### src/rtl/mem_port_arbiter_pkg.sv
// Shared encodings for the instruction/data memory port arbiter.
package mem_port_arbiter_pkg;

  typedef enum logic [1:0] {
    IDLE = 2'd0,
    ADDR = 2'd1,
    WAIT = 2'd2
  } state_e;

  typedef enum logic [1:0] {
    NONE = 2'd0,
    INST = 2'd1,
    DATA = 2'd2
  } owner_e;

  typedef enum logic [1:0] {
    BYTE = 2'd0,
    HALF = 2'd1,
    WORD = 2'd2
  } size_e;

  // Instruction fetches always go out as full-word reads.
  localparam size_e     INST_SIZE  = WORD;
  localparam logic [3:0] INST_WSTRB = 4'b0000;

endpackage

### src/rtl/mem_port_arbiter_if.sv
// CPU-side SRAM requests (inst + data) and the shared downstream port, bundled.
interface mem_port_arbiter_if #(
  parameter int unsigned ADDR_W = 32,
  parameter int unsigned DATA_W = 32
);

  logic              i_req;
  logic [ADDR_W-1:0] i_addr;
  logic              i_addr_ok;
  logic              i_data_ok;
  logic [DATA_W-1:0] i_rdata;

  logic              d_req;
  logic              d_wr;
  logic [1:0]        d_size;
  logic [3:0]        d_wstrb;
  logic [ADDR_W-1:0] d_addr;
  logic [DATA_W-1:0] d_wdata;
  logic              d_addr_ok;
  logic              d_data_ok;
  logic [DATA_W-1:0] d_rdata;

  logic              m_req;
  logic              m_wr;
  logic [1:0]        m_size;
  logic [3:0]        m_wstrb;
  logic [ADDR_W-1:0] m_addr;
  logic [DATA_W-1:0] m_wdata;
  logic              m_addr_ok;
  logic              m_data_ok;
  logic [DATA_W-1:0] m_rdata;

  // slave: the arbiter itself; master: the CPU requesters plus the downstream bridge.
  modport slave (
    input  i_req, i_addr,
    output i_addr_ok, i_data_ok, i_rdata,
    input  d_req, d_wr, d_size, d_wstrb, d_addr, d_wdata,
    output d_addr_ok, d_data_ok, d_rdata,
    output m_req, m_wr, m_size, m_wstrb, m_addr, m_wdata,
    input  m_addr_ok, m_data_ok, m_rdata
  );

  modport master (
    output i_req, i_addr,
    input  i_addr_ok, i_data_ok, i_rdata,
    output d_req, d_wr, d_size, d_wstrb, d_addr, d_wdata,
    input  d_addr_ok, d_data_ok, d_rdata,
    input  m_req, m_wr, m_size, m_wstrb, m_addr, m_wdata,
    output m_addr_ok, m_data_ok, m_rdata
  );

endinterface

### src/rtl/mem_port_arbiter_arb_starve_ctr.sv
// Winner selection for the shared port: data first, unless the instruction
// side has already lost STARVE_MAX consecutive arbitrations.
module arb_starve_ctr
  import mem_port_arbiter_pkg::*;
#(
  parameter int unsigned STARVE_MAX = 4
) (
  input  logic   clk,
  input  logic   rst,
  input  logic   i_arb_en,
  input  logic   i_inst_req,
  input  logic   i_data_req,
  output owner_e o_winner
);

  localparam int unsigned CNT_W = $clog2(STARVE_MAX + 1);

  logic [CNT_W-1:0] r_cnt;
  logic [CNT_W-1:0] w_cnt_nxt;
  logic             w_starved;

  assign w_starved = (r_cnt == CNT_W'(STARVE_MAX));

  always_comb begin
    o_winner = NONE;
    if (i_data_req && !(i_inst_req && w_starved)) begin
      o_winner = DATA;
    end else if (i_inst_req) begin
      o_winner = INST;
    end
  end

  // Counter only moves on arbitration cycles; it measures consecutive losses.
  always_comb begin
    w_cnt_nxt = r_cnt;
    if (i_arb_en) begin
      if (!i_inst_req || (o_winner == INST)) begin
        w_cnt_nxt = '0;
      end else if ((o_winner == DATA) && !w_starved) begin
        w_cnt_nxt = r_cnt + 1'b1;
      end
    end
  end

  always_ff @(posedge clk) begin
    if (rst) begin
      r_cnt <= '0;
    end else begin
      r_cnt <= w_cnt_nxt;
    end
  end

endmodule

### src/rtl/mem_port_arbiter.sv
// Shares one downstream memory port between instruction fetch and data
// load/store, one outstanding transaction at a time, with flush support.
module mem_port_arbiter
  import mem_port_arbiter_pkg::*;
#(
  parameter int unsigned ADDR_W     = 32,
  parameter int unsigned DATA_W     = 32,
  parameter int unsigned STARVE_MAX = 4
) (
  input logic               clk,
  input logic               rst,
  input logic               flush,
  mem_port_arbiter_if.slave bus
);

  state_e            r_state;
  state_e            w_state_nxt;
  owner_e            r_owner;
  owner_e            w_owner_nxt;
  logic              r_discard;
  logic              w_discard_nxt;

  logic              r_wr;
  size_e             r_size;
  logic [3:0]        r_wstrb;
  logic [ADDR_W-1:0] r_addr;
  logic [DATA_W-1:0] r_wdata;

  owner_e            w_winner;
  logic              w_arb_en;
  logic              w_inst_req;
  logic              w_inst_flush;
  logic              w_m_req;
  logic              w_i_addr_ok;
  logic              w_d_addr_ok;
  logic              w_i_data_ok;
  logic              w_d_data_ok;

  assign w_arb_en     = (r_state == IDLE);
  assign w_inst_req   = bus.i_req && !flush;
  assign w_inst_flush = flush && (r_owner == INST);

  arb_starve_ctr #(
    .STARVE_MAX (STARVE_MAX)
  ) u_starve (
    .clk        (clk),
    .rst        (rst),
    .i_arb_en   (w_arb_en),
    .i_inst_req (w_inst_req),
    .i_data_req (bus.d_req),
    .o_winner   (w_winner)
  );

  always_ff @(posedge clk) begin
    if (rst) begin
      r_state   <= IDLE;
      r_owner   <= NONE;
      r_discard <= 1'b0;
    end else begin
      r_state   <= w_state_nxt;
      r_owner   <= w_owner_nxt;
      r_discard <= w_discard_nxt;
    end
  end

  always_comb begin
    w_state_nxt   = r_state;
    w_owner_nxt   = r_owner;
    w_discard_nxt = r_discard;
    w_i_addr_ok   = 1'b0;
    w_d_addr_ok   = 1'b0;
    w_i_data_ok   = 1'b0;
    w_d_data_ok   = 1'b0;
    unique case (r_state)
      IDLE: begin
        if (w_winner != NONE) begin
          w_state_nxt = ADDR;
          w_owner_nxt = w_winner;
        end
      end
      ADDR: begin
        if (bus.m_addr_ok) begin
          w_state_nxt = WAIT;
          if (r_owner == DATA) begin
            w_d_addr_ok = 1'b1;
          end else if (w_inst_flush) begin
            // Downstream already took it: let it finish, but swallow the response.
            w_discard_nxt = 1'b1;
          end else if (r_owner == INST) begin
            w_i_addr_ok = 1'b1;
          end
        end else if (w_inst_flush) begin
          w_state_nxt = IDLE;
          w_owner_nxt = NONE;
        end
      end
      WAIT: begin
        if (bus.m_data_ok) begin
          w_state_nxt   = IDLE;
          w_owner_nxt   = NONE;
          w_discard_nxt = 1'b0;
          if (r_owner == DATA) begin
            w_d_data_ok = 1'b1;
          end else if ((r_owner == INST) && !r_discard && !w_inst_flush) begin
            w_i_data_ok = 1'b1;
          end
        end else if (w_inst_flush) begin
          w_discard_nxt = 1'b1;
        end
      end
      default: begin
        w_state_nxt = IDLE;
        w_owner_nxt = NONE;
      end
    endcase
  end

  always_ff @(posedge clk) begin
    if (rst) begin
      r_wr    <= 1'b0;
      r_size  <= BYTE;
      r_wstrb <= '0;
      r_addr  <= '0;
      r_wdata <= '0;
    end else if (w_arb_en && (w_winner == DATA)) begin
      r_wr    <= bus.d_wr;
      r_size  <= size_e'(bus.d_size);
      r_wstrb <= bus.d_wstrb;
      r_addr  <= bus.d_addr;
      r_wdata <= bus.d_wdata;
    end else if (w_arb_en && (w_winner == INST)) begin
      r_wr    <= 1'b0;
      r_size  <= INST_SIZE;
      r_wstrb <= INST_WSTRB;
      r_addr  <= bus.i_addr;
      r_wdata <= '0;
    end
  end

  // Request fields are only visible while the request is actually presented.
  assign w_m_req     = (r_state == ADDR);
  assign bus.m_req   = w_m_req;
  assign bus.m_wr    = w_m_req && r_wr;
  assign bus.m_size  = w_m_req ? r_size : BYTE;
  assign bus.m_wstrb = w_m_req ? r_wstrb : '0;
  assign bus.m_addr  = w_m_req ? r_addr : '0;
  assign bus.m_wdata = w_m_req ? r_wdata : '0;

  assign bus.i_addr_ok = w_i_addr_ok;
  assign bus.d_addr_ok = w_d_addr_ok;
  assign bus.i_data_ok = w_i_data_ok;
  assign bus.d_data_ok = w_d_data_ok;
  assign bus.i_rdata   = w_i_data_ok ? bus.m_rdata : '0;
  assign bus.d_rdata   = (w_d_data_ok && !r_wr) ? bus.m_rdata : '0;

endmodule

### src/flat_wrapper.sv
// flat-port wrapper written by rule: the top's interface ports become plain ports
module mem_port_arbiter_flat import mem_port_arbiter_pkg::*;
#(
  parameter int unsigned ADDR_W     = 32,
  parameter int unsigned DATA_W     = 32,
  parameter int unsigned STARVE_MAX = 4
)
  (clk, rst, flush, bus_i_req, bus_i_addr, bus_i_addr_ok, bus_i_data_ok, bus_i_rdata, bus_d_req, bus_d_wr, bus_d_size, bus_d_wstrb, bus_d_addr, bus_d_wdata, bus_d_addr_ok, bus_d_data_ok, bus_d_rdata, bus_m_req, bus_m_wr, bus_m_size, bus_m_wstrb, bus_m_addr, bus_m_wdata, bus_m_addr_ok, bus_m_data_ok, bus_m_rdata);
  mem_port_arbiter_if #(.ADDR_W(ADDR_W), .DATA_W(DATA_W)) bus_i ();
  input logic clk;
  input logic rst;
  input logic flush;
  input wire logic [$bits(bus_i.i_req)-1:0] bus_i_req;
  input wire logic [$bits(bus_i.i_addr)-1:0] bus_i_addr;
  output wire logic [$bits(bus_i.i_addr_ok)-1:0] bus_i_addr_ok;
  output wire logic [$bits(bus_i.i_data_ok)-1:0] bus_i_data_ok;
  output wire logic [$bits(bus_i.i_rdata)-1:0] bus_i_rdata;
  input wire logic [$bits(bus_i.d_req)-1:0] bus_d_req;
  input wire logic [$bits(bus_i.d_wr)-1:0] bus_d_wr;
  input wire logic [$bits(bus_i.d_size)-1:0] bus_d_size;
  input wire logic [$bits(bus_i.d_wstrb)-1:0] bus_d_wstrb;
  input wire logic [$bits(bus_i.d_addr)-1:0] bus_d_addr;
  input wire logic [$bits(bus_i.d_wdata)-1:0] bus_d_wdata;
  output wire logic [$bits(bus_i.d_addr_ok)-1:0] bus_d_addr_ok;
  output wire logic [$bits(bus_i.d_data_ok)-1:0] bus_d_data_ok;
  output wire logic [$bits(bus_i.d_rdata)-1:0] bus_d_rdata;
  output wire logic [$bits(bus_i.m_req)-1:0] bus_m_req;
  output wire logic [$bits(bus_i.m_wr)-1:0] bus_m_wr;
  output wire logic [$bits(bus_i.m_size)-1:0] bus_m_size;
  output wire logic [$bits(bus_i.m_wstrb)-1:0] bus_m_wstrb;
  output wire logic [$bits(bus_i.m_addr)-1:0] bus_m_addr;
  output wire logic [$bits(bus_i.m_wdata)-1:0] bus_m_wdata;
  input wire logic [$bits(bus_i.m_addr_ok)-1:0] bus_m_addr_ok;
  input wire logic [$bits(bus_i.m_data_ok)-1:0] bus_m_data_ok;
  input wire logic [$bits(bus_i.m_rdata)-1:0] bus_m_rdata;
  assign bus_i.i_req = bus_i_req;
  assign bus_i.i_addr = bus_i_addr;
  assign bus_i_addr_ok = bus_i.i_addr_ok;
  assign bus_i_data_ok = bus_i.i_data_ok;
  assign bus_i_rdata = bus_i.i_rdata;
  assign bus_i.d_req = bus_d_req;
  assign bus_i.d_wr = bus_d_wr;
  assign bus_i.d_size = bus_d_size;
  assign bus_i.d_wstrb = bus_d_wstrb;
  assign bus_i.d_addr = bus_d_addr;
  assign bus_i.d_wdata = bus_d_wdata;
  assign bus_d_addr_ok = bus_i.d_addr_ok;
  assign bus_d_data_ok = bus_i.d_data_ok;
  assign bus_d_rdata = bus_i.d_rdata;
  assign bus_m_req = bus_i.m_req;
  assign bus_m_wr = bus_i.m_wr;
  assign bus_m_size = bus_i.m_size;
  assign bus_m_wstrb = bus_i.m_wstrb;
  assign bus_m_addr = bus_i.m_addr;
  assign bus_m_wdata = bus_i.m_wdata;
  assign bus_i.m_addr_ok = bus_m_addr_ok;
  assign bus_i.m_data_ok = bus_m_data_ok;
  assign bus_i.m_rdata = bus_m_rdata;
  mem_port_arbiter #(.ADDR_W(ADDR_W), .DATA_W(DATA_W), .STARVE_MAX(STARVE_MAX)) u_core (.clk(clk), .rst(rst), .flush(flush), .bus(bus_i));
endmodule
### config.mk
export PLATFORM = sky130hd
export DESIGN_NAME = mem_port_arbiter_flat
export DESIGN_NICKNAME = d
export VERILOG_FILES = /design/src/rtl/mem_port_arbiter_pkg.sv /design/src/rtl/mem_port_arbiter_if.sv /design/src/rtl/mem_port_arbiter_arb_starve_ctr.sv /design/src/rtl/mem_port_arbiter.sv /design/src/flat_wrapper.sv
export SDC_FILE = /design/constraint.sdc
export NUM_CORES = 1
export LEC_CHECK = 0
export ABC_AREA = 1
export BUFFER_PORTS_ARGS = -buffer_cell sky130_fd_sc_hd__clkbuf_2
export CAP_MARGIN = 20
export CELL_PAD_IN_SITES_DETAIL_PLACEMENT = 1
export CELL_PAD_IN_SITES_GLOBAL_PLACEMENT = 2
export CORE_MARGIN = 2
export CORE_UTILIZATION = 22
export CTS_BUF_LIST = sky130_fd_sc_hd__clkbuf_8
export CTS_CLUSTER_DIAMETER = 40
export DETAILED_ROUTE_END_ITERATION = 7
export PLACE_DENSITY = 0.95
export SETUP_SLACK_MARGIN = 0.1
export SYNTH_ARGS = -nofsm -noshare
export SYNTH_HDL_FRONTEND = slang
export SYNTH_SLANG_ARGS = --single-unit
### constraint.sdc
create_clock -name clk -period 3.6 [get_ports clk]
set_input_delay 0 -clock clk [delete_from_list [all_inputs] [get_ports clk]]
set_output_delay 0 -clock clk [all_outputs]
set_load 0.005 [all_outputs]
# ---- Word-level counts from Yosys, hierarchy flattened
# Cells that the tools add are included.
dict set report word_totals {
  register_bits 79
  latchBits 0
  ramBits 0
  romBits 0
  in_bits 142
  out_inout_bits 140
  elab_cells 99
  memories 0
}
dict set report classes {
  addsub 1
  multipliers 0
  div_mod_pow 0
  magnitude_cmp 0
  n_eq_ne 14
  shift 0
  n_mux 47
  n_bitwise 0
  n_reduce_logical 28
}
# operator count
set ops {}
lappend ops {{$mux 32} 8}
lappend ops {{$mux 1} 21}
lappend ops {{$mux 2} 10}
lappend ops {{$mux 4} 3}
lappend ops {{$pmux 2 s3} 2}
lappend ops {{$logic_and 1x1->1} 11}
lappend ops {{$ne 2x2->1 const B} 5}
lappend ops {{$reduce_bool 2->1} 4}
lappend ops {{$logic_not 1->1} 7}
lappend ops {{$eq 2x1->1 const B} 3}
lappend ops {{$eq 2x2->1 const B} 3}
lappend ops {{$mux 3} 2}
lappend ops {{$reduce_and 3->1} 2}
lappend ops {{$reduce_and 4->1} 1}
lappend ops {{$add 3x1->3 const B} 1}
lappend ops {{$eq 3x3->1 const B} 1}
lappend ops {{$ne 3x2->1 const B} 1}
lappend ops {{$logic_not 2->1} 1}
lappend ops {{$ne 2x1->1 const B} 1}
lappend ops {{$pmux 1 s2} 1}
lappend ops {{$reduce_and 2->1} 1}
lappend ops {{$logic_or 1x1->1} 1}

# ---- Longest topological paths before layout
# Gate-level depths: netlist (run 1).
dict set report logic_depth {
  depth_word 10
  depth_mapped 11
  mapped_depth_nobuf 9
}

# ---- Hierarchy
# Synthesis (run 1) repeated with hierarchy kept, for this count alone.
dict set report hier_totals {
  cells_unflattened 756
  hier_area_um2 4332.9
}
# mod instances cells_per_inst area_per_inst_um2
set modules_own_cells {}
lappend modules_own_cells {mem_port_arbiter 1 729 4152.7}
lappend modules_own_cells {arb_starve_ctr 1 27 180.2}

# ---- Worst setup path after synthesis (run 1)
# No wires, ideal clock.
dict set report synth_timing {
  path_kind {register to register}
  startpoint {register u_core.u_starve.r_cnt[0]}
  endpoint {register u_core.u_starve.r_cnt[0]}
  t_arrival_ns 1.382
  setup_slack_ns 2.148
  stages_incl_launch_ff 12
  n_path_buf 2
  cell_sequence {dfxtp_1 inv_1 ha_1 nand2_1 inv_1 nand2_4 nand3_4 inv_2 buf_4 buf_6 nand2_1 a21oi_1}
}
dict set report synth_between {
  elab_chain_cells 9
}
# element line_no
set synth_lines {}
lappend synth_lines {{start: declaration} mem_port_arbiter_arb_starve_ctr.sv:18} ;# logic [CNT_W-1:0] r_cnt;
lappend synth_lines {{start signal: assignment} mem_port_arbiter_arb_starve_ctr.sv:49} ;# r_cnt <= w_cnt_nxt;
lappend synth_lines {{$eq 3x3->1} mem_port_arbiter_arb_starve_ctr.sv:22} ;# assign w_starved = (r_cnt == CNT_W'(STARVE_MAX));
lappend synth_lines {{$logic_and 1x1->1} mem_port_arbiter_arb_starve_ctr.sv:26} ;# if (i_data_req && !(i_inst_req && w_starved)) begin
lappend synth_lines {{$logic_not 1->1} mem_port_arbiter_arb_starve_ctr.sv:26}
lappend synth_lines {{$logic_and 1x1->1} mem_port_arbiter_arb_starve_ctr.sv:26}
lappend synth_lines {{$mux 2} mem_port_arbiter_arb_starve_ctr.sv:26}
lappend synth_lines {{$eq 2x1->1 or $eq 2x2->1 (tied branches)} {mem_port_arbiter_arb_starve_ctr.sv:37, mem_port_arbiter_arb_starve_ctr.sv:39}}
lappend synth_lines {{$logic_or 1x1->1 or $logic_and 1x1->1 (tied branches)} {mem_port_arbiter_arb_starve_ctr.sv:37, mem_port_arbiter_arb_starve_ctr.sv:39}}
lappend synth_lines {{$reduce_bool 2->1 (no line)} n/a}
lappend synth_lines {{$reduce_and 2->1 (no line)} n/a}
# Parallel ways exist; a longest one is shown, timed or not. The select of a mux whose other input is x is not followed.
# A chain may end at the register's enable or synchronous reset.

# ---- Worst setup path in the final report (run 1)
dict set report layout_timing {
  startpoint {register u_core.u_starve.r_cnt[0]}
  endpoint {register u_core.r_addr[6]}
}
dict set report layout_between {
  elab_chain_cells 8
}
# element line_no
set layout_lines {}
lappend layout_lines {{$eq 3x3->1 *} mem_port_arbiter_arb_starve_ctr.sv:22}
lappend layout_lines {{$logic_and 1x1->1 *} mem_port_arbiter_arb_starve_ctr.sv:26}
lappend layout_lines {{$logic_not 1->1 *} mem_port_arbiter_arb_starve_ctr.sv:26}
lappend layout_lines {{$logic_and 1x1->1 *} mem_port_arbiter_arb_starve_ctr.sv:26}
lappend layout_lines {{$mux 2 *} mem_port_arbiter_arb_starve_ctr.sv:26}
lappend layout_lines {{$eq 2x2->1 or $eq 2x1->1 (tied branches)} {mem_port_arbiter.sv:125, mem_port_arbiter.sv:131}}
lappend layout_lines {{$logic_and 1x1->1, on equally long branches} {mem_port_arbiter.sv:125, mem_port_arbiter.sv:131}}
lappend layout_lines {{$mux 32 or $reduce_bool 2->1 (tied branches)} n/a}
lappend layout_lines {{end signal: assignment} mem_port_arbiter.sv:129} ;# r_addr <= bus.d_addr;
lappend layout_lines {{end signal: assignment} mem_port_arbiter.sv:135} ;# r_addr <= bus.i_addr;
lappend layout_lines {{end: declaration} mem_port_arbiter.sv:26} ;# logic [ADDR_W-1:0] r_addr;
# Mark *: on every way between the ends. The rest lies on a longest branch, timed or not.

==> reports/metrics.cfg, run 1 <==
[drt]
drt-pass1-iter-count=4
ant_nets=0
drtIter0Drc=126
vias=5816
route.detailed.drc=0
wl_per_cell_um=13.3
drt-vias-per-instance=4.21
routed_wl_um=18300

[global_routing]
overflow=0
grt_pass1_vias=6037
antenna_found_initial=0
track_usage=0.163
grt_first_pass_wirelength_um=28700
grt_max_degree=42

[floorplanning]
die_w_um=148
start_util=0.224
core_area_um2=20200
io_pins=282
dieArea_um2=21800
chipHeight_um=148
rows=52

[min_path]
whs_path_depth=4
hold_class=primary input to flop

[power_and_ir_drop]
p_leak_nw=3.91
power_density_nw_per_um2=305
peakVddDrop_v=0.000145
total_power_w=0.00223

[critical_path]
setup.worst_path.end_class=flop
crit_path_start_kind=flop
critical_path_class=flop to flop
cp_max_fo=34
worst_ep_required_time_ns=3.88
cp.arrival_ns=2.76
reg2reg_depth=11

[yosys]
synth_area_um2=4530
yosys_warnings=0
synthesis.nets=894
synth_cell_types=28
netlist_instances=750
ys_ff_latch=79
synth_seq_area_share=0.349
avgSynthCellArea_um2=6.05

[cts]
clk_pin_slew_ns=0.08
post_cts_buffers=0
htreeDepth=3
cts_sinks=79
cts_tree=done
numCtsBuffers=9
clk_latency_ns=0.37
clk_path_buf_depth=2
cts-root-buf=clkbuf_8
cts_hold_buf=104
cts_resized=0

[run]
drv_cap=0

[timing]
worst_pin_slew_ns=0.702
max_slew_margin=0.532
whs_ns=0.0297
fin_skew_ns=0.00887
fmax_ghz=0.403
slew_violations=0
fin_crit_sh=0.689
fin_crit_ns=2.48
fin_tns_setup_ns=0
hold_violations=0
setup_violations=0
rsz0062_at_grt=false

[final_layout]
drive_above_1_share=0.284
final_util=0.361
final_cell_mix=clkbuf_2 (281), nand2_1 (155), inv_1 (151), nor2_1 (149), dlygate4sd3_1 (104)
nNetsFinal=1250
antenna-diode-count=0
final_common_cell=clkbuf_2
syn_to_final_growth_pct=61.3

[placement]
post-dp-hpwl_um=12600
io_buffers=281
place_congestion=0.739

[outcome]
outcome=complete, no violations

-- power by group --
group,internal (W),total (W),switching [W]
combinational,0.000279,0.000601,0.000322
sequential,0.000953,0.000994,0.0000413
clock,0.000272,0.000635,0.000363
-- state kept, by name, summed over array words and instances (netlist names), 2 cells and up --
signal / flops
u_core.r_wstrb: 4
u_core.r_addr: 32
u_core.u_starve.r_cnt: 3
u_core.r_wdata: 32
u_core.r_state: 2
u_core.r_size: 2
u_core.r_owner: 2
-- cell type report --
type | instances | area (µm²)
clock buffers | 10 | 138
clock inverters | 6 | 43.8
fillers | 2694 | 12900
inverters | 155 | 582
multi-input cells | 469 | 2110
flip-flops and latches | 79 | 1580
well taps | 270 | 338
repair buffers | 392 | 2520
-- worst paths after layout --
kind,start,endpoint,slack (ns)
setup / recovery,u_core.u_starve.r_cnt[0],u_core.r_addr[6],1.12
hold / removal,bus_d_addr[23],u_core.r_addr[23],0.03
setup reg to reg,u_core.u_starve.r_cnt[0],u_core.r_addr[6],1.12
hold reg to reg,u_core.r_discard,u_core.r_discard,0.47
-- logic make-up after synthesis --
| group | count (synthesis) | synth area share |
|---|---|---|
| compound gates | 116 | 0.132 |
| fa+ha+maj | 2 | 0.00552 |
| buf+inv | 202 | 0.186 |
| flops | 79 | 0.349 |
| simple gates | 351 | 0.328 |
-- synthesized netlist by cell type --
| library cell | instances | area, µm² |
|---|---|---|
| buf_4 | 2 | 15.0 |
| o21ai_0 | 26 | 130 |
| a21oi_1 | 77 | 385 |
| nor2_2 | 2 | 12.5 |
| nand4_1 | 1 | 6.26 |
| nand3_4 | 1 | 17.5 |
| o21a_1 | 1 | 7.51 |
| a21oi_4 | 1 | 16.3 |
| clkbuf_1 | 23 | 86.3 |
| nand3b_1 | 32 | 240 |
| clkbuf_2 | 1 | 5.00 |
| nand2_4 | 1 | 11.3 |
| nor2_4 | 1 | 11.3 |
| and2_0 | 1 | 6.26 |
| nand2_1 | 155 | 582 |
| inv_1 | 151 | 567 |
| nor3_1 | 1 | 5.00 |
| nand3_1 | 5 | 25.0 |
| buf_6 | 8 | 90.1 |
| o21bai_1 | 1 | 7.51 |
| ha_1 | 2 | 25.0 |
| inv_2 | 4 | 15.0 |
| buf_2 | 12 | 60.1 |
| o21ai_1 | 10 | 50.1 |
| dfxtp_1 | 79 | 1580 |
| nor2_1 | 149 | 559 |
| buf_1 | 1 | 3.75 |
| nand2_2 | 2 | 12.5 |
-- worst max-delay path, stage by stage, from the launching register on --
cell and delay (ns):
dfxtp_1 0.34, inv_1 0.06, ha_1 0.19, nand2_1 0.13
inv_1 0.09, nand2_4 0.32, nand3_4 0.11, buf_4 0.26
nand2_1 0.11, nand2_1 0.05, dlygate4sd3_1 0.55, a21oi_1 0.16
-- layer usage --
layer	GRT usage	wire length, µm	vias to the layer above
li1	-	-	2927
met1	0.167	7150	2663
met2	0.318	9560	193
met3	0.0401	1140	33
met4	0.0577	498	0
met5	0	0	-
-- stage by stage --
step	worst slack (ns)	cells	area [µm²]
6_report	1.12	1381	7310
5_1_grt	0.931	1381	7310
4_1_cts	1.11	1381	7310
3_5_place_dp	1.38	1261	6090
3_3_place_gp	1.52	1260	6060
2_1_floorplan	2.15	750	4530
Power figures use the tool's default switching activity.
==> run 2: changes to the inputs <==
CORE_UTILIZATION = 21   (was 22)
PLACE_DENSITY = 0.91   (was 0.95)
clock period = 2.4 ns   (was 3.6 ns; I/O delays follow)
==> reports/metrics.cfg, run 2 (same netlist as run 1, synthesis figures left out) <==
[min_path]
hold_class=primary input to flop
hold_path_end=u_core.r_addr[23]
worstHoldStart=bus_d_addr[23]
whs_path_depth=4

[drt]
wl_per_cell_um=13.4
drt-pass1-iter-count=4
vias=5844
drt-vias-per-instance=4.21
ant_nets=0
route.detailed.drc=0
routed_wl_um=18600
drtIter0Drc=160

[cts]
clk_pin_slew_ns=0.09
htreeDepth=3
cts-root-buf=clkbuf_8
numCtsBuffers=9
clk_path_buf_depth=2
clk_latency_ns=0.37
cts_tree=done
cts_sinks=79

[critical_path]
reg2reg_from=u_core.u_starve.r_cnt[0]
critical_path_class=flop to flop
crit_chain=inv_1 -> ha_1 -> nand2_1 -> inv_1 -> nand2_4 -> buf_8 -> nand3b_1 -> nand2_1 -> dlygate4sd3_1 -> a21oi_1
startpoint=u_core.u_starve.r_cnt[0]
cp.arrival_ns=2.36
cp_max_fo=32
cp_slowest_cell=dlygate4sd3_1
crit_path_start_kind=flop
setup.worst_path.end_class=flop
reg2reg_slack_ns=0.26
rr_endpoint=u_core.r_addr[31]
cp_slowest_stage_delay_ns=0.56
reg2reg_depth=10
worst_ep_required_time_ns=2.63

[timing]
max_slew_margin=0.538
hold_violations=0
fin_crit_ns=2.14
fmax_ghz=0.468
rsz0062_at_grt=true
setup_violations=0
worst_pin_slew_ns=0.691
fin_skew_ns=0.0141
fin_crit_sh=0.890
slew_violations=0
fin_tns_setup_ns=0

[global_routing]
track_usage=0.159
grt_pass1_vias=5979
overflow=0
grt_max_degree=67
antenna_found_initial=0
grt_first_pass_wirelength_um=28700

[final_layout]
drive_above_1_share=0.286
fin_cells=1388
reg_top3=u_core.r_addr x32, u_core.r_wdata x32, u_core.r_wstrb x4
final_cell_mix=clkbuf_2 (281), nand2_1 (155), inv_1 (152), nor2_1 (149), dlygate4sd3_1 (103)
final_common_cell=clkbuf_2
syn_to_final_growth_pct=62.5
antenna-diode-count=0
fill_cells=2822
nNetsFinal=1252

[placement]
place_congestion=0.722
dp.cells=1269
post-dp-hpwl_um=12500
io_buffers=281

[power_and_ir_drop]
power_density_nw_per_um2=479
p_leak_nw=3.94
peakVddDrop_v=0.000209

[floorplanning]
chipHeight_um=151
rows=53
dieArea_um2=22800
start_util=0.215
die_w_um=151
core_area_um2=21100
io_pins=282

[run]
drv_cap=0

[outcome]
outcome=complete, no violations

run 2: changes by cell type in the layout (fill, tap and decap cells not counted), sizes merged:
cell / change
clkbuf: -1
clkinvlp: -1
dlygate4sd3: -1
bufinv: +2
buf: +3
clkinv: -1
inv: +1
run 2: worst max path at each step:
stage / to / slack, ns / cells past startpoint
3_5_place_dp: bus_d_rdata[14] / 0.67 / 7
4_1_cts: u_core.r_addr[7] / 0.18 / 10
6_report: u_core.r_addr[31] / 0.26 / 10
2_1_floorplan: u_core.u_starve.r_cnt[0] / 0.95 / 11
3_3_place_gp: bus_d_rdata[14] / 0.69 / 7
5_1_grt: u_core.r_addr[7] / 0.1 / 10
run 2: repair_timing:
item / 4_1_cts / 5_1_grt
buffers inserted: 0 / 0
endpoints found under the hold margin: 74 / 0
gates resized for setup: 0 / 4
hold buffers: 103 / 0
setup endpoints to repair: 0 / 29
run 2: per-stage QoR:
stage / hold WS [ns] / total power (W) / util / setup slack [ns] / area, µm²
after CTS: 0.00169 / 0.00359 / 0.349 / 0.177 / 7350
final: 0.0248 / 0.00353 / 0.349 / 0.265 / 7370
after floorplan: 0.0365 / 0.00198 / - / 0.948 / 4530
after global routing: 0.0194 / 0.00377 / 0.349 / 0.0967 / 7370
after detailed placement: 0.240 / 0.00226 / 0.289 / 0.666 / 6100
after global placement: 0.231 / 0.00223 / 0.289 / 0.691 / 6100
run 2: layout make-up:
| type | instances | area, µm² | share of cell area |
|---|---|---|---|
| Timing Repair Buffer | 394 | 2530 | 0.343 |
| Multi-Input combinational cell | 469 | 2110 | 0.287 |
| Sequential cell | 79 | 1580 | 0.215 |
| Inverter | 155 | 582 | 0.0790 |
| Tap cell | 275 | 344 | 0.0467 |
| Clock buffer | 9 | 124 | 0.0168 |
| Clock inverter | 7 | 97.6 | 0.0132 |
run 2: worst max-delay path, delay by kind of cell, from the launching register on:
family	cells	cell delay [ns]
simple gates	4	0.43
fa+ha+maj	1	0.19
compound gates	1	0.07
buf+inv	4	0.93
flops	1	0.35
run 2: report_power, final:
part / total, W / leakage [nW] / internal (W) / switching, W
Combinational: 0.000901 / 3.17 / 0.000419 / 0.000482
Sequential: 0.00149 / 0.651 / 0.00143 / 0.0000612
Clock: 0.00114 / 0.116 / 0.000592 / 0.000546
Total: 0.00353 / 3.94 / 0.00244 / 0.00109
run 2: layer usage:
layer / vias up / global-route usage / wire, µm
met2: 196 / 0.310 / 9610
met4: 0 / 0.0598 / 444
met1: 2685 / 0.167 / 7260
met3: 31 / 0.0313 / 1320
li1: 2932 / - / -
met5: - / 0 / 0
